<file path="config.mk">
export PLATFORM = sky130hd
export DESIGN_NAME = spread_ch
export DESIGN_NICKNAME = d
export VERILOG_FILES = /design/src/rtl/spread_pkg.sv /design/src/rtl/spread_ch_lfsr_gen.sv /design/src/rtl/spread_ch.sv
export SDC_FILE = /design/constraint.sdc
export NUM_CORES = 1
export LEC_CHECK = 0
export CELL_PAD_IN_SITES_DETAIL_PLACEMENT = 1
export CELL_PAD_IN_SITES_GLOBAL_PLACEMENT = 1
export CORE_MARGIN = 5
export CORE_UTILIZATION = 45
export CTS_BUF_LIST = sky130_fd_sc_hd__clkbuf_8
export DETAILED_ROUTE_END_ITERATION = 12
export PLACE_DENSITY_LB_ADDON = 0.08
export SYNTH_ARGS = -nofsm -noshare
export SYNTH_HDL_FRONTEND = slang
export SYNTH_SLANG_ARGS = --single-unit
</file>
<file path="constraint.sdc">
create_clock -name i_clk -period 2.6 [get_ports i_clk]
set_input_delay 0.52 -clock i_clk [delete_from_list [all_inputs] [get_ports i_clk]]
set_output_delay 0.52 -clock i_clk [all_outputs]
set_load 0.05 [all_outputs]
</file>
<file path="src/rtl/spread_pkg.sv">
// Shared types and constants for the direct-sequence spreader.
package spread_pkg;

    typedef enum logic [1:0] {
        S_LOAD   = 2'd0,
        S_IDLE   = 2'd1,
        S_SPREAD = 2'd2
    } state_t;

    localparam logic MODE_SHORT = 1'b0;
    localparam logic MODE_LONG  = 1'b1;

    // Counter width for a range 0..n-1, never narrower than one bit.
    function automatic int unsigned cnt_w(input int unsigned n);
        return (n > 1) ? $clog2(n) : 1;
    endfunction

endpackage

</file>
<file path="src/rtl/spread_ch_lfsr_gen.sv">
// Fibonacci shift-right LFSR; restart reloads the seed ahead of any advance.
module lfsr_gen #(
    parameter int unsigned           LFSR_W = 7,
    parameter logic [LFSR_W-1:0]     POLY   = 7'h03,
    parameter logic [LFSR_W-1:0]     SEED   = 7'h01
) (
    input  logic i_clk,
    input  logic i_reset,
    input  logic i_restart,
    input  logic i_en,
    output logic o_data
);

    logic [LFSR_W-1:0] state;
    logic              fb;

    assign fb     = ^(state & POLY);
    assign o_data = state[0];

    always_ff @(posedge i_clk or posedge i_reset) begin
        if (i_reset) begin
            state <= SEED;
        end else if (i_restart) begin
            state <= SEED;
        end else if (i_en) begin
            state <= {fb, state[LFSR_W-1:1]};
        end
    end

endmodule

</file>
<file path="src/rtl/spread_ch.sv">
// Direct-sequence spreader: each data bit LSB-first becomes SPREAD chips of a
// short code captured from the LFSR, or of the free-running LFSR long code.
module spread_ch
    import spread_pkg::*;
#(
    parameter int unsigned       SPREAD = 24,
    parameter int unsigned       DATA_W = 8,
    parameter int unsigned       LFSR_W = 7,
    parameter logic [LFSR_W-1:0] POLY   = 7'h03,
    parameter logic [LFSR_W-1:0] SEED   = 7'h01
) (
    input  logic              i_clk,
    input  logic              i_reset,
    input  logic              i_restart,
    input  logic              i_mode,
    input  logic [DATA_W-1:0] i_data,
    input  logic              i_valid,
    output logic              o_ready,
    output logic              o_data,
    output logic              o_valid,
    input  logic              i_ready,
    output logic              o_last
);

    localparam int unsigned       CHIP_W    = cnt_w(SPREAD);
    localparam int unsigned       BIT_W     = cnt_w(DATA_W);
    localparam logic [CHIP_W-1:0] CHIP_LAST = CHIP_W'(SPREAD - 1);
    localparam logic [CHIP_W-1:0] CHIP_PRE  = CHIP_W'(SPREAD - 2);
    localparam logic [BIT_W-1:0]  BIT_LAST  = BIT_W'(DATA_W - 1);

    state_t              state;
    logic [SPREAD-1:0]   code;
    logic [DATA_W-1:0]   data_q;
    logic                mode_q;
    logic [CHIP_W-1:0]   chip_cnt;
    logic [BIT_W-1:0]    bit_cnt;
    logic                lfsr_out;
    logic                lfsr_en;
    logic                chip_xfer;
    logic                code_chip;

    assign chip_xfer = o_valid && i_ready;
    // LFSR runs through code capture, then only on accepted long-code chips.
    assign lfsr_en   = (state == S_LOAD) || (chip_xfer && (mode_q == MODE_LONG));

    lfsr_gen #(
        .LFSR_W (LFSR_W),
        .POLY   (POLY),
        .SEED   (SEED)
    ) u_lfsr (
        .i_clk     (i_clk),
        .i_reset   (i_reset),
        .i_restart (i_restart),
        .i_en      (lfsr_en),
        .o_data    (lfsr_out)
    );

    assign code_chip = (mode_q == MODE_LONG) ? lfsr_out : code[chip_cnt];
    assign o_data    = data_q[bit_cnt] ^ code_chip;

    always_ff @(posedge i_clk or posedge i_reset) begin
        if (i_reset) begin
            state    <= S_LOAD;
            code     <= '0;
            data_q   <= '0;
            mode_q   <= MODE_SHORT;
            chip_cnt <= '0;
            bit_cnt  <= '0;
            o_ready  <= 1'b0;
            o_valid  <= 1'b0;
            o_last   <= 1'b0;
        end else if (i_restart) begin
            state    <= S_LOAD;
            chip_cnt <= '0;
            bit_cnt  <= '0;
            o_ready  <= 1'b0;
            o_valid  <= 1'b0;
            o_last   <= 1'b0;
        end else begin
            case (state)
                S_LOAD: begin
                    // chip_cnt doubles as the capture index while loading
                    code[chip_cnt] <= lfsr_out;
                    if (chip_cnt == CHIP_LAST) begin
                        chip_cnt <= '0;
                        o_ready  <= 1'b1;
                        state    <= S_IDLE;
                    end else begin
                        chip_cnt <= chip_cnt + CHIP_W'(1);
                    end
                end
                S_IDLE: begin
                    if (i_valid && o_ready) begin
                        data_q   <= i_data;
                        mode_q   <= i_mode;
                        chip_cnt <= '0;
                        bit_cnt  <= '0;
                        o_ready  <= 1'b0;
                        o_valid  <= 1'b1;
                        o_last   <= 1'b0;
                        state    <= S_SPREAD;
                    end
                end
                S_SPREAD: begin
                    if (i_ready) begin
                        if (o_last) begin
                            chip_cnt <= '0;
                            bit_cnt  <= '0;
                            o_valid  <= 1'b0;
                            o_last   <= 1'b0;
                            o_ready  <= 1'b1;
                            state    <= S_IDLE;
                        end else begin
                            if (chip_cnt == CHIP_LAST) begin
                                chip_cnt <= '0;
                                bit_cnt  <= bit_cnt + BIT_W'(1);
                            end else begin
                                chip_cnt <= chip_cnt + CHIP_W'(1);
                            end
                            // Registered look-ahead: flag the chip about to be presented.
                            o_last <= (bit_cnt == BIT_LAST) && (chip_cnt == CHIP_PRE);
                        end
                    end
                end
                default: begin
                    state   <= S_LOAD;
                    o_ready <= 1'b0;
                    o_valid <= 1'b0;
                    o_last  <= 1'b0;
                end
            endcase
        end
    end

endmodule

</file>
==> flow_metrics.tcl, run 1 <==
set metrics [dict create \
    status "complete, but fails checks" \
    violations "negative setup slack" \
    cts_tree "yes" \
    pin_count 18 \
    leakagePower_nw 1.52 \
    synth_seq_area_share_pct 46.1 \
    crit_type "register to output pin" \
    p_sw_mw 1.13 \
    p_seq_share_pct 39.1 \
    grt_max_degree 27 \
    grt-ovfl-total 0 \
    min_from "u_lfsr.state[3]" \
    hold_end "u_lfsr.state[3]" \
    min_period_ns 2.65 \
    synth.largest_area_cell "dfrtp_1" \
    async_reset_ff_share_pct 100 \
    max_stage_delay_ns 0.46 \
    holdCritPathClass "register to register" \
    fin_util_pct 54.0 \
    synth_cell_types 46 \
    setup_slack_ns -0.0481 \
    numCtsBuffers 5 \
    syn2layout_area_growth_pct 17.7 \
    rows 29 \
    synth-seq-cells 53 \
    cap_violations 0 \
    max_slew_margin_pct 42.4 \
    cp-start-kind "register" \
    start_util_pct 45.9 \
    top_usage_layer "met2" \
    drt_drc_violations_left 0 \
    max_slew.worst_pin.slew_ns 0.853 \
    synth_area_leaders "dfrtp_1 45%, mux2_2 9.0%, nand2_1 5.0%, ha_1 4.8%, o21ai_0 3.8%" \
    grt_pass1_wl_mm 12.0 \
    cts-root-buf "clkbuf_8" \
    wl_per_cell_um 17.9 \
    clockPowerShare_pct 17.1 \
    switching_share_pct 38.9 \
    power.internal_mw 1.78 \
    vias 2149 \
    die_w_um 90.0 \
    cp_cell_sequence "or3_4, o22ai_1, nor3_1, o31ai_1, nand3b_1, buf_12" \
    comb_power_share_pct 43.8 \
    grt_pass1_vias 2367 \
    synth-main-ff-cell "dfrtp_1" \
    rrSetupSlack_ns 0.44 \
    antenna_cells 0 \
    r2r_cells 7 \
    peakVddDrop_v 0.000941 \
    dp_cells 370 \
    globalplace.congestion 0.819 \
    cp_max_fo 6 \
    cp_slowest_cell "dfrtp_2" \
    yosysWarnings 0 \
    avgSynthCellArea_um2 10.4 \
    clk_latency_ns 0.31 \
    h-tree-depth 2 \
    clockBufferDepth 2 \
    syn_area_um2 2880 \
    grt_antenna_before_repair 0 \
    syn-num-nets 301 \
    fp.dieH_um 90.0 \
    synth_edf_count 0 \
    drtIter0Drc 79 \
    p_per_area_nw_per_um2 859 \
    yosysMostFrequentCell "dfrtp_1" \
    clkSinkCount 53 \
    min_period_over_period_pct 102 \
    finalHoldViolations 0 \
    grt_util_met2_pct 32.1 \
    syn_inst 276 \
    grtUsageTotal_pct 18.2 \
    use_met1_pct 23.2 \
    ant_nets 0 \
    holdWs_ns 0.489 \
    netlist_top_cells_count "52 x dfrtp_1, 38 x nand2_1, 23 x mux2_2" \
    dp.final_hpwl_mm 4.91 \
    first_pass_iters 4 \
    rsz0062_at_grt "yes" \
    viasPerCell 5.58 \
    cp.arrival_ns 2.13 \
    instances_no_fill 385 \
    clock_skew_ns 0.0160 \
    clk_pin_slew_worst_paths_ns 0.10 \
    setup_tns_ns -0.0481 \
    cp-end-kind "output pin" \
    dieArea_um2 8100 \
    core_area_um2 6280 \
    hold_depth 2 \
    finalNetCount 332 \
    required_ns 2.08 \
    max_freq_mhz 378 \
    routed_wl_mm 6.89 \
    io_buffers 17 \
    grt_use_met3_pct 3.01 \
    slew_viol_final 0 \
    drive_above_1_share_pct 24.7 \
    r2r-start "chip_cnt[1]" \
    regToRegEndpoint "chip_cnt[4]" \
    synth.top_cell.area_share_pct 45.2 \
    setup_viol 1 \
]
[worst max-delay path by stage]
stage,start,cells past startpoint,to
after floorplan,chip_cnt[1],6,o_data
after global placement,chip_cnt[4],6,o_data
after detailed placement,chip_cnt[4],6,o_data
after CTS,bit_cnt[0],6,o_data
after global routing,bit_cnt[0],6,o_data
final,chip_cnt[3],6,o_data
[timing repair]
item / in CTS / in global routing
hold buffers: 0 / 0
setup buffers: 7 / 0
endpoints found under the setup margin: 1 / 1
gates resized for setup: 12 / 1
pin swaps: 1 / 0
[per-layer routing]
metal / routed length, µm / vias up / share of wire [%]
li1: - / 1039 / -
met1: 3120 / 1079 / 45
met3: 121 / 6 / 1.8
met2: 3560 / 25 / 52
met4: 76 / 0 / 1.1
met5: 0 / - / 0
[sequential cells by signal, summed over array words and instances, names as in the netlist]
signal,count
chip_cnt,5
code,24
o_last,1
u_lfsr.state,7
bit_cnt,3
o_ready,1
state,2
data_q,8
mode_q,1
o_valid,1
[worst max-delay path: cells and delay by family (launching register included)]
family | cells | cell delay, ns
buffers and inverters | 1 | 0.16
AND/OR/NAND/NOR | 3 | 0.75
flip-flops | 1 | 0.46
AO/OA/AOI/OAI | 2 | 0.46
[layout make-up]
| cell class | instances | area, µm² |
|---|---|---|
| inverters | 7 | 26.3 |
| multi-input cells | 203 | 1500 |
| well taps | 77 | 96.3 |
| fillers | 711 | 2890 |
| flip-flops and latches | 53 | 1330 |
| clock buffers | 5 | 68.8 |
| repair buffers | 37 | 343 |
| clock inverters | 3 | 26.3 |
[kinds of logic after synthesis]
family / share of synthesized area [%]
multiplexers: 17.2
adder cells (fa/ha/maj): 4.78
AO/OA/AOI/OAI: 9.82
AND/OR/NAND/NOR: 18.5
buffers and inverters: 3.30
flip-flops: 46.1
XOR/XNOR: 0.304
[power by group through the flow]
stage | clock network [mW] | logic, mW | registers, mW
floorplan | 0 | 0.826 | 1.15
global placement | 0 | 1.20 | 1.16
detailed placement | 0 | 1.23 | 1.16
CTS | 0.526 | 1.29 | 1.14
global route | 0.563 | 1.39 | 1.16
finish | 0.498 | 1.28 | 1.14
[through the flow]
stage | cell area, µm² | setup slack [ns] | power [mW]
3_5_place_dp | 3200 | 0.165 | 2.40
2_1_floorplan | 2880 | 0.163 | 1.97
4_1_cts | 3390 | -0.0691 | 2.95
6_report | 3390 | -0.0481 | 2.91
5_1_grt | 3390 | -0.177 | 3.11
3_3_place_gp | 3200 | 0.194 | 2.37
[cell usage in the layout, fill, tap and decap left out, types with 3 or more instances in the layout]
cell type / synthesis / final
and2_1: 4 / 4
buf_4: 0 / 19
clkbuf_8: 0 / 5
clkdlybuf4s50_1: 0 / 16
dfrtp_1: 52 / 47
dfrtp_2: 0 / 5
ha_1: 11 / 11
inv_1: 7 / 6
mux2_1: 3 / 3
mux2_2: 23 / 23
mux2i_1: 10 / 10
mux4_2: 4 / 4
nand2_1: 38 / 38
nand2b_1: 7 / 7
nand3_1: 14 / 14
nand3b_1: 3 / 3
nor2_1: 14 / 14
nor2b_1: 6 / 5
nor3_1: 6 / 6
o21ai_0: 22 / 22
o21ai_1: 4 / 4
No activity file was read; power rests on OpenSTA's default activity.
==> run 2: changes to the inputs <==
--- a/config.mk
+++ b/config.mk
@@ -5,8 +5,6 @@
 export SDC_FILE = /design/constraint.sdc
 export NUM_CORES = 1
 export LEC_CHECK = 0
-export CELL_PAD_IN_SITES_DETAIL_PLACEMENT = 1
-export CELL_PAD_IN_SITES_GLOBAL_PLACEMENT = 1
 export CORE_MARGIN = 5
 export CORE_UTILIZATION = 45
 export CTS_BUF_LIST = sky130_fd_sc_hd__clkbuf_8
==> flow_metrics.tcl, run 2 (synthesis gave the netlist of run 1 again) <==
set metrics [dict create \
    routed_wl_mm 6.26 \
    wl_per_cell_um 16.4 \
    clockBufferDepth 2 \
    cp_max_fo 4 \
    drive_above_1_share_pct 22.3 \
    grt_pass1_wl_mm 10.6 \
    setup_viol 1 \
    dp_cells 372 \
    largest_reg_flops 24 \
    h-tree-depth 2 \
    cts-root-buf "clkbuf_8" \
    rsz0062_at_grt "yes" \
    setup_slack_ns -0.0358 \
    cp-end-kind "output pin" \
    globalplace.congestion 0.872 \
    first_pass_iters 4 \
    drtIter0Drc 81 \
    cp-start-kind "register" \
    rrSetupSlack_ns 0.41 \
    cp_slowest_cell "dfrtp_2" \
    reg_top3 "code (24), data_q (8), u_lfsr.state (7)" \
    top_register "code" \
    status "complete, but fails checks" \
    numCtsBuffers 5 \
    cp_num_buf_inv 2 \
    min_period_over_period_pct 101 \
    holdCritPathClass "register to register" \
    mostFrequentLayoutCells "49 x dfrtp_1, 38 x nand2_1, 23 x mux2_2, 22 x o21ai_0, 17 x buf_4" \
    total_power_mw 2.99 \
    io_buffers 17 \
    fp.dieH_um 90.0 \
    place_ws_ns 0.175 \
    cap_violations 0 \
    finalHoldViolations 0 \
    critical_path.top_delay_family "multiplexers" \
    drt_drc_violations_left 0 \
    syn2layout_area_growth_pct 17.2 \
    leakagePower_nw 1.51 \
    max_slew.worst_pin.slew_ns 0.843 \
    max_stage_delay_ns 0.45 \
    die_w_um 90.0 \
    clk_latency_ns 0.30 \
    instances_no_fill 382 \
    peakVddDrop_v 0.000548 \
    dieArea_um2 8100 \
    max_freq_mhz 379 \
    rows 29 \
    crit_type "register to output pin" \
    clock_skew_ns 0.00346 \
    ant_nets 0 \
    fin_util_pct 53.8 \
    cp.arrival_ns 2.12 \
    cts.hold.buffers_added 0 \
    grtUsageTotal_pct 15.7 \
    vias 2079 \
    grt-ovfl-total 0 \
    grt_antenna_before_repair 0 \
    finalNetCount 329 \
    max_slew_margin_pct 43.0 \
    min_period_ns 2.64 \
    grt_pass1_vias 2095 \
    violations "negative setup slack" \
    viasPerCell 5.44 \
    grt_max_degree 27 \
    pin_count 18 \
    start_util_pct 45.9 \
    core_area_um2 6280 \
    slew_viol_final 0 \
    clk_pin_slew_worst_paths_ns 0.10 \
    antenna_cells 0 \
    cts_tree "yes" \
    clkSinkCount 53 \
    dp.final_hpwl_mm 4.58 \
    layout_commonest_cell "dfrtp_1" \
    required_ns 2.08 \
    cp_cell_sequence "mux4_2, mux2i_4, buf_4, a2111oi_4, o21ai_1, nand3b_1, buf_12" \
    p_per_area_nw_per_um2 887 \
]
run 2: cell count changes in the layout (fill, tap and decap cells not counted), moves of 2 or more:
cell and delta:
dfrtp_1 +2, clkinv_4 -2, dfrtp_2 -2, o22ai_1 +2, o22ai_2 -2, buf_4 -2
run 2: layer usage:
layer  track usage [%]  share of wire (%)  up-vias
met5                 0                  0        -
met2              23.5                 44       38
met3              2.50                2.9        6
met1              23.9                 52      998
met4              3.60               0.85        0
li1                  -                  -     1037
run 2: report_power, final:
group / internal (mW) / switching (mW)
Sequential: 0.998 / 0.131
Clock: 0.313 / 0.277
Combinational: 0.584 / 0.689
Total: 1.90 / 1.10
run 2: area by class of cell:
| class | count | area (µm²) |
|---|---|---|
| inverter | 7 | 26.3 |
| clock buffer | 6 | 82.6 |
| sequential | 53 | 1330 |
| timing repair buffer | 34 | 308 |
| clock inverter | 2 | 37.5 |
| tap | 77 | 96.3 |
| fill | 589 | 2900 |
| multi-input combinational | 203 | 1490 |
run 2: path summary, 6_finish.rpt:
check                                start               to  cells past startpoint
setup / recovery                bit_cnt[0]           o_data                      7
hold / removal             u_lfsr.state[5]  u_lfsr.state[5]                      2
setup reg to reg                  state[0]         code[14]                      7
hold reg to reg            u_lfsr.state[5]  u_lfsr.state[5]                      2
max in group asynchronous          i_reset  u_lfsr.state[0]                      3
min in group asynchronous          i_reset          code[9]                      2
run 2: worst reg2reg max path: stages (launching register included):
cell     delay [ns]
dfrtp_1        0.43
inv_1          0.10
ha_1           0.27
nor2b_1        0.31
buf_4          0.21
nand2_1        0.19
nor2_1         0.22
mux2_2         0.35
run 2: timing repair:
item	in CTS	in global routing
gates resized for setup	9	0
setup buffers	2	0
setup endpoints to repair	1	1
pin swaps	3	0
run 2: stage by stage:
stage	TNS (ns)	area, µm²	hold slack [ns]
after floorplan	0	2880	0.450
after global placement	0	3200	0.467
after detailed placement	0	3200	0.477
after CTS	0	3380	0.501
after global routing	-0.115	3380	0.525
final	-0.0358	3380	0.496
